[config.mk]
export PLATFORM = sky130hd
export DESIGN_NAME = fpa_share_ctrl
export DESIGN_NICKNAME = d
export VERILOG_FILES = /design/src/rtl/fpa_pkg.sv /design/src/rtl/fpa.sv /design/src/rtl/rr_arbiter.sv /design/src/rtl/fpa_share_ctrl.sv
export SDC_FILE = /design/constraint.sdc
export NUM_CORES = 1
export LEC_CHECK = 0
export BUFFER_PORTS_ARGS = -buffer_cell sky130_fd_sc_hd__buf_4
export CAP_MARGIN = 0
export CORE_MARGIN = 2
export CORE_UTILIZATION = 55
export CTS_CLUSTER_DIAMETER = 100
export DETAILED_ROUTE_END_ITERATION = 6
export PLACE_DENSITY = 0.74
export SYNTH_ARGS = -nofsm -noshare
export SYNTH_HDL_FRONTEND = slang
export SYNTH_HIERARCHICAL = 1
export SYNTH_SLANG_ARGS = --single-unit
[constraint.sdc]
create_clock -name clk -period 114.8 [get_ports clk]
set_clock_uncertainty 0.2 [all_clocks]
set_input_delay 22.96 -clock clk [delete_from_list [all_inputs] [get_ports clk]]
set_output_delay 22.96 -clock clk [all_outputs]
set_load 0.005 [all_outputs]
[src/rtl/fpa_pkg.sv]
// Shared definitions for the shared floating-point adder controller:
// word widths and the controller state encoding.
package fpa_pkg;

   localparam int FP_W    = 32;
   localparam int OPCNT_W = 16;

   typedef enum logic [1:0] {
      IDLE = 2'd0,
      EXEC = 2'd1,
      RESP = 2'd2
   } fpa_ctrl_state_t;

endpackage

[src/rtl/fpa.sv]
// Combinational IEEE-754 single-precision adder, round-to-nearest-even,
// with gradual underflow; OF flags a finite sum that rounded to infinity.
module fpa
   import fpa_pkg::*;
(
   input  logic [FP_W-1:0] A,
   input  logic [FP_W-1:0] B,
   output logic [FP_W-1:0] O,
   output logic            OF
);

   localparam logic [FP_W-1:0] QNAN = 32'h7FC0_0000;

   logic        a_nan, b_nan, a_inf, b_inf, swap, sx, sy, sticky, rnd_up;
   logic [9:0]  ex, ey, d, e_r;
   logic [23:0] mx, my;
   logic [26:0] mx_e, my_e, my_sh, m;
   logic [27:0] sum;
   logic [24:0] mant;

   // NOTE: every variable gets a value before any branch so no latch is inferred.
   always_comb begin
      a_nan  = (A[30:23] == 8'hFF) && (A[22:0] != '0);
      b_nan  = (B[30:23] == 8'hFF) && (B[22:0] != '0);
      a_inf  = (A[30:23] == 8'hFF) && (A[22:0] == '0);
      b_inf  = (B[30:23] == 8'hFF) && (B[22:0] == '0);
      swap   = B[30:0] > A[30:0];
      sx     = swap ? B[31] : A[31];
      sy     = swap ? A[31] : B[31];
      ex     = {2'b00, (swap ? B[30:23] : A[30:23])};
      ey     = {2'b00, (swap ? A[30:23] : B[30:23])};
      mx     = {(ex != '0), (swap ? B[22:0] : A[22:0])};
      my     = {(ey != '0), (swap ? A[22:0] : B[22:0])};
      // Subnormals share the exponent of the smallest normal number.
      if (ex == '0) ex = 10'd1;
      if (ey == '0) ey = 10'd1;
      d      = ex - ey;
      mx_e   = {mx, 3'b000};
      my_e   = {my, 3'b000};
      sticky = 1'b0;
      if (d > 10'd26) begin
         my_sh = {26'b0, |my_e};
      end else begin
         sticky = |(my_e & ((27'd1 << d) - 27'd1));
         my_sh  = (my_e >> d) | {26'b0, sticky};
      end

      if (sx == sy) sum = {1'b0, mx_e} + {1'b0, my_sh};
      else          sum = {1'b0, mx_e} - {1'b0, my_sh};

      e_r = ex;
      if (sum[27]) begin
         m   = {sum[27:2], sum[1] | sum[0]};
         e_r = ex + 10'd1;
      end else begin
         m = sum[26:0];
         for (int i = 0; i < 26; i++) begin
            if (!m[26] && e_r > 10'd1) begin
               m   = m << 1;
               e_r = e_r - 10'd1;
            end
         end
      end

      rnd_up = m[2] & (m[3] | m[1] | m[0]);
      mant   = {1'b0, m[26:3]} + {24'b0, rnd_up};
      if (mant[24]) begin
         mant = mant >> 1;
         e_r  = e_r + 10'd1;
      end

      OF = 1'b0;
      if (a_nan || b_nan || (a_inf && b_inf && (A[31] != B[31]))) begin
         O = QNAN;
      end else if (a_inf) begin
         O = A;
      end else if (b_inf) begin
         O = B;
      end else if (e_r >= 10'd255) begin
         O  = {sx, 8'hFF, 23'b0};
         OF = 1'b1;
      end else if (m == '0) begin
         O = {sx & sy, 31'b0};
      end else begin
         O = {sx, (mant[23] ? e_r[7:0] : 8'h00), mant[22:0]};
      end
   end

endmodule

[src/rtl/rr_arbiter.sv]
// Combinational round-robin arbiter: the first set request at or above
// ptr (wrapping modulo NREQ) wins.
module rr_arbiter #(
   parameter int NREQ  = 4,
   parameter int IDX_W = $clog2(NREQ)
) (
   input  logic [NREQ-1:0]  req,
   input  logic [IDX_W-1:0] ptr,
   output logic [NREQ-1:0]  gnt,
   output logic [IDX_W-1:0] gnt_idx,
   output logic             any
);

   int j;

   always_comb begin
      gnt     = '0;
      gnt_idx = '0;
      any     = 1'b0;
      j       = 0;
      for (int k = 0; k < NREQ; k++) begin
         j = int'(ptr) + k;
         if (j >= NREQ) j = j - NREQ;
         if (!any && req[j]) begin
            any     = 1'b1;
            gnt[j]  = 1'b1;
            gnt_idx = IDX_W'(j);
         end
      end
   end

endmodule

[src/rtl/fpa_share_ctrl.sv]
// Shares one fpa adder among NREQ requesters: round-robin grant, one
// operation in flight, result returned over a valid/ready channel.
module fpa_share_ctrl
   import fpa_pkg::*;
#(
   parameter int NREQ  = 4,
   parameter int IDX_W = $clog2(NREQ)
) (
   input  logic                 clk,
   input  logic                 rst,
   input  logic [NREQ-1:0]      req_valid,
   output logic [NREQ-1:0]      req_ready,
   input  logic [NREQ*FP_W-1:0] req_a,
   input  logic [NREQ*FP_W-1:0] req_b,
   output logic [NREQ-1:0]      rsp_valid,
   input  logic [NREQ-1:0]      rsp_ready,
   output logic [FP_W-1:0]      rsp_data,
   output logic                 rsp_of,
   output logic                 busy,
   output logic [OPCNT_W-1:0]   op_count
);

   fpa_ctrl_state_t      state;
   logic [IDX_W-1:0]     rr_ptr, gnt_idx;
   logic [FP_W-1:0]      op_a, op_b, res_q, fpa_o;
   logic                 of_q, fpa_of;
   logic [NREQ-1:0]      rsp_valid_q;
   logic [OPCNT_W-1:0]   op_count_q;
   logic [NREQ-1:0]      arb_gnt;
   logic [IDX_W-1:0]     arb_idx;
   logic                 arb_any;

   rr_arbiter #(.NREQ(NREQ), .IDX_W(IDX_W)) u_arb (
      .req     (req_valid),
      .ptr     (rr_ptr),
      .gnt     (arb_gnt),
      .gnt_idx (arb_idx),
      .any     (arb_any)
   );

   fpa u_fpa (
      .A  (op_a),
      .B  (op_b),
      .O  (fpa_o),
      .OF (fpa_of)
   );

   // Ready is offered in the same cycle as the request; held off during reset.
   assign req_ready = (state == IDLE && !rst) ? arb_gnt : '0;
   assign rsp_valid = rsp_valid_q;
   assign rsp_data  = res_q;
   assign rsp_of    = of_q;
   assign busy      = (state != IDLE);
   assign op_count  = op_count_q;

   // NOTE: state is updated with non-blocking assignments only, so every
   // branch sees the values from the start of the cycle.
   always_ff @(posedge clk) begin
      if (rst) begin
         state       <= IDLE;
         rr_ptr      <= '0;
         gnt_idx     <= '0;
         op_a        <= '0;
         op_b        <= '0;
         res_q       <= '0;
         of_q        <= 1'b0;
         rsp_valid_q <= '0;
         op_count_q  <= '0;
      end else begin
         case (state)
            IDLE: begin
               if (arb_any) begin
                  op_a    <= req_a[FP_W*arb_idx +: FP_W];
                  op_b    <= req_b[FP_W*arb_idx +: FP_W];
                  gnt_idx <= arb_idx;
                  state   <= EXEC;
               end
            end
            EXEC: begin
               res_q       <= fpa_o;
               of_q        <= fpa_of;
               rsp_valid_q <= NREQ'(1) << gnt_idx;
               state       <= RESP;
            end
            RESP: begin
               if (rsp_ready[gnt_idx]) begin
                  rsp_valid_q <= '0;
                  rr_ptr      <= (gnt_idx == IDX_W'(NREQ - 1)) ? '0 : gnt_idx + 1'b1;
                  op_count_q  <= op_count_q + 1'b1;
                  state       <= IDLE;
               end
            end
            default: state <= IDLE;
         endcase
      end
   end

endmodule

==> results_tabular.tex <==
\begin{tabular}{lr}
\hline
Metric & Value \\
\hline
\multicolumn{2}{l}{\textbf{Floorplan}} \\
Vertical extent of the die & 269 um \\
Core area & $\sim$70000 um2 \\
Die Span X & 269 um \\
Number of top-level pins & 324 \\
Total die area & 72600 um2 \\
Starting Density & between 50\% and 60\% \\
Standard-cell row count & slightly below 100 \\
\multicolumn{2}{l}{\textbf{Worst setup path}} \\
R2R setup slack & 49.12 ns \\
Peak fanout along the critical path & 53 \\
Critical path data arrival time & 65.85 ns \\
Worst reg2reg startpoint & op\_a[21]\$\_SDFFE\_PP0P\_ \\
Startpoint kind of the worst setup timing path & flip-flop \\
Number of cells traversed by the worst register-to-register path & 229 \\
Critical Path Most Common Cell & sky130\_fd\_sc\_hd\_\_ha\_1 \\
Critical Setup Path Class & reg2reg \\
Endpoint of the most critical register-to-register path & rsp\_data[15]\$\_SDFFE\_PP0P\_ \\
Critical-path top delay cell & sky130\_fd\_sc\_hd\_\_a21oi\_2 \\
Data required time of the critical path & 114.97 ns \\
Slowest stage delay, CP & 0.92 ns \\
Endpoint class of the critical path & flip-flop \\
\multicolumn{2}{l}{\textbf{Timing}} \\
Final count of hold timing violations & 0 \\
Slack of the critical path & 49.12 ns \\
Final Cycle Share & between 50 and 60\% \\
Slew Limit Fails & 0 \\
Post-route setup TNS & 0 ns \\
Setup repair after global routing missed its margin & no \\
Remaining max-slew budget at the tightest pin & 15.1\% \\
Transition time at the pin with the least slew margin & 1.27 ns \\
Maximum clock rate & 15.2 MHz \\
Endpoints failing setup & 0 \\
Time the final worst path needs with I/O delays and setup & 65.68 ns \\
\multicolumn{2}{l}{\textbf{Synthesis}} \\
Post-synth EDFFs & 0 \\
Ranking of synthesized cells by area & sky130\_fd\_sc\_hd\_\_mux2i\_1, sky130\_fd\_sc\_hd\_\_nand2\_1, sky130\_fd\_sc\_hd\_\_a21oi\_1, sky130\_fd\_sc\_hd\_\_dfxtp\_1, sky130\_fd\_sc\_hd\_\_nor2\_1 \\
Total of warnings raised by yosys & 6 \\
Seq/Total Area, Yosys & under 10\% \\
Synthesized area per cell & between 7 and 8 um2 \\
Syn\_nets & 5861 \\
Fraction of registers with async set or reset after synthesis & 0\% \\
Number of distinct library cell variants in the gate-level netlist after synthesis & between 150 and 200 \\
Number of cells produced by synthesis & 5436 \\
Number of synthesized register bits & 123 \\
Primary FF master, synth & sky130\_fd\_sc\_hd\_\_dfxtp\_1 \\
Area share of the largest cell type after synthesis & 9.15\% \\
Cell taking the most area after synthesis & sky130\_fd\_sc\_hd\_\_mux2i\_1 \\
Combined area of all synthesized cells & approximately 39000 um2 \\
\multicolumn{2}{l}{\textbf{Drt}} \\
Antenna Violating Nets Remaining & 0 \\
Routed wirelength normalized by instance count & 22.1 um \\
Wire length reported by the detailed router & 143000 um \\
Iteration-0 DRC Markers & 4745 \\
Post-DR vias/cell & around 6.7 \\
Remaining routing DRC violations & 1 \\
TritonRoute pass-1 iters & 7 \\
Count of vias placed by the detailed router & about 43k \\
\multicolumn{2}{l}{\textbf{Global routing}} \\
Layer carrying the most global-route usage & met2 \\
Largest net degree at the start of global routing & $\sim$90 \\
Global-route track usage on met2 & between 60 and 70\% \\
GR Util All Layers & 37.2\% \\
Number of antenna violations at the first check in global routing & 4 \\
Vias in the first global route & 39.7k \\
Gr ovfl total & 0 \\
Wire length of the first global-routing pass & approximately 220000 um \\
Met3 Track Usage GR & 4.00\% \\
Met1 Resource Use GR & 43.9\% \\
\multicolumn{2}{l}{\textbf{Worst hold path}} \\
Hold crit path type & reg2reg \\
Sink of the worst hold path & rsp\_data[6]\$\_SDFFE\_PP0P\_ \\
Depth of the worst hold-timing path & 2 \\
Worst Hold Launch & rsp\_data[6]\$\_SDFFE\_PP0P\_ \\
\multicolumn{2}{l}{\textbf{Job}} \\
Max Cap Violations & 0 \\
\multicolumn{2}{l}{\textbf{Placement}} \\
Placer's final routability congestion estimate & 1.05 \\
\# port buffers & 323 \\
Half-perimeter wire length of the detailed placement result & 115000 um \\
DP Worst Slack & 50.42 ns \\
\multicolumn{2}{l}{\textbf{Clocking}} \\
CTS tree & built \\
H-tree Lvls & 4 \\
Max Buffers Root-to-Sink & 2 \\
Cell chosen for the clock root & sky130\_fd\_sc\_hd\_\_clkbuf\_16 \\
PostCTS Resize Cnt & 0 \\
Clk\_lat worst skew & 0.44 ns \\
Number of setup buffers added after CTS & 0 \\
Sink count of the clock tree & 123 \\
Clock-pin transition on the worst setup and hold timing paths & approximately 0.060 ns \\
Quantity of hold-fixing buffers added after cts & 0 \\
Number of buffers inserted during clock tree synthesis & 17 \\
\multicolumn{2}{l}{\textbf{Run status}} \\
Outcome & finished with violations \\
Violations in the final reports & DRC \\
\multicolumn{2}{l}{\textbf{Finish}} \\
Fraction of final layout cells with drive strength greater than 1 & about a fifth \\
Leading cell type in the layout, fill and taps excluded & sky130\_fd\_sc\_hd\_\_nand2\_1 \\
Commonest non-fill, non-tap cells in the layout & sky130\_fd\_sc\_hd\_\_nand2\_1, sky130\_fd\_sc\_hd\_\_nor2\_1, sky130\_fd\_sc\_hd\_\_a21oi\_1 \\
Area growth from synthesis to layout & 7.11\% \\
Final layout net count & 5938 \\
\hline
\end{tabular}
stage by stage:
step | std cells | util, % | instance area, um2 | hold WS (ns)
after floorplan | 5436 | - | 38700 | 0.236
after global placement | 6434 | 58.5 | 40900 | 0.247
after CTS | 6466 | 59.3 | 41500 | 0.260
after detailed placement | 6434 | 58.5 | 40900 | 0.252
final | 6469 | 59.3 | 41500 | 0.257
after global routing | 6469 | 59.3 | 41500 | 0.276
critical path, delay by kind of cell, from the launching register on:
family | cells | cell delay (ns)
AO/OA/AOI/OAI | 79 | 21.31
XOR/XNOR | 16 | 4.93
adder cells (fa/ha/maj) | 29 | 9.45
buffers and inverters | 30 | 7.38
flip-flops | 1 | 0.51
multiplexers | 4 | 1.63
AND/OR/NAND/NOR | 71 | 19.91
Yosys cell counts (all sizes together), types with 64 or more instances:
cell type	instances
a211oi	73
a21o	66
a21oi	542
a31oi	72
and2	64
buf	161
clkbuf	163
dfxtp	123
ha	157
inv	209
mux2	80
mux2i	360
mux4	72
nand2	705
nand3	125
nand4	67
nor2	590
nor3	135
nor4	68
o211ai	64
o21ai	380
xnor2	134
state kept, by name, summed over array words and instances, names as in the netlist:
register and count:
op_count 16, rr_ptr 2, rsp_of 1, state 2, rsp_valid 4, op_a 32, gnt_idx 2, rsp_data 32
op_b 32
worst max path at each step:
stage | slack (ns) | startpoint | cells past startpoint | endpoint
detailed placement | 50.42 | op_a[4]$_SDFFE_PP0P_ | 229 | rsp_data[15]$_SDFFE_PP0P_
finish | 49.12 | op_a[21]$_SDFFE_PP0P_ | 229 | rsp_data[15]$_SDFFE_PP0P_
floorplan | 56.92 | op_a[22]$_SDFFE_PP0P_ | 286 | rsp_data[15]$_SDFFE_PP0P_
global route | 43.57 | op_a[4]$_SDFFE_PP0P_ | 230 | rsp_data[15]$_SDFFE_PP0P_
CTS | 50.18 | op_a[4]$_SDFFE_PP0P_ | 229 | rsp_data[15]$_SDFFE_PP0P_
global placement | 52.56 | op_a[4]$_SDFFE_PP0P_ | 228 | rsp_data[21]$_SDFFE_PP0P_
kinds of logic after synthesis:
family                     after synthesis  share of synthesized area [%]
AOI/OAI and AO/OA                     1782                           32.9
buffers and inverters                  538                           7.42
and+or+nand+nor                       2128                           27.5
muxes                                  512                           16.0
xor gates and xnor gates               194                           4.63
adders and majority gates              159                           5.18
DFF                                    123                           6.36
metal layers:
layer	part of all wire [%]	vias up
li1	-	20500
met1	39	20100
met2	47	2018
met3	6.5	462
met4	7.3	0
met5	0	-
cell type report:
type                    count  area, um2
diodes                      3       7.51
clock buffers              19        443
clock inverters            13        144
fillers                  6810      28400
inverters                 211        802
multi-input cells        4775      33600
flip-flops and latches    123       2460
well taps                 940       1180
repair buffers            385       2890
Power is left out: the tool's default activity adds up to more than one toggle a clock period on the data nets, which glitch-free logic cannot reach.
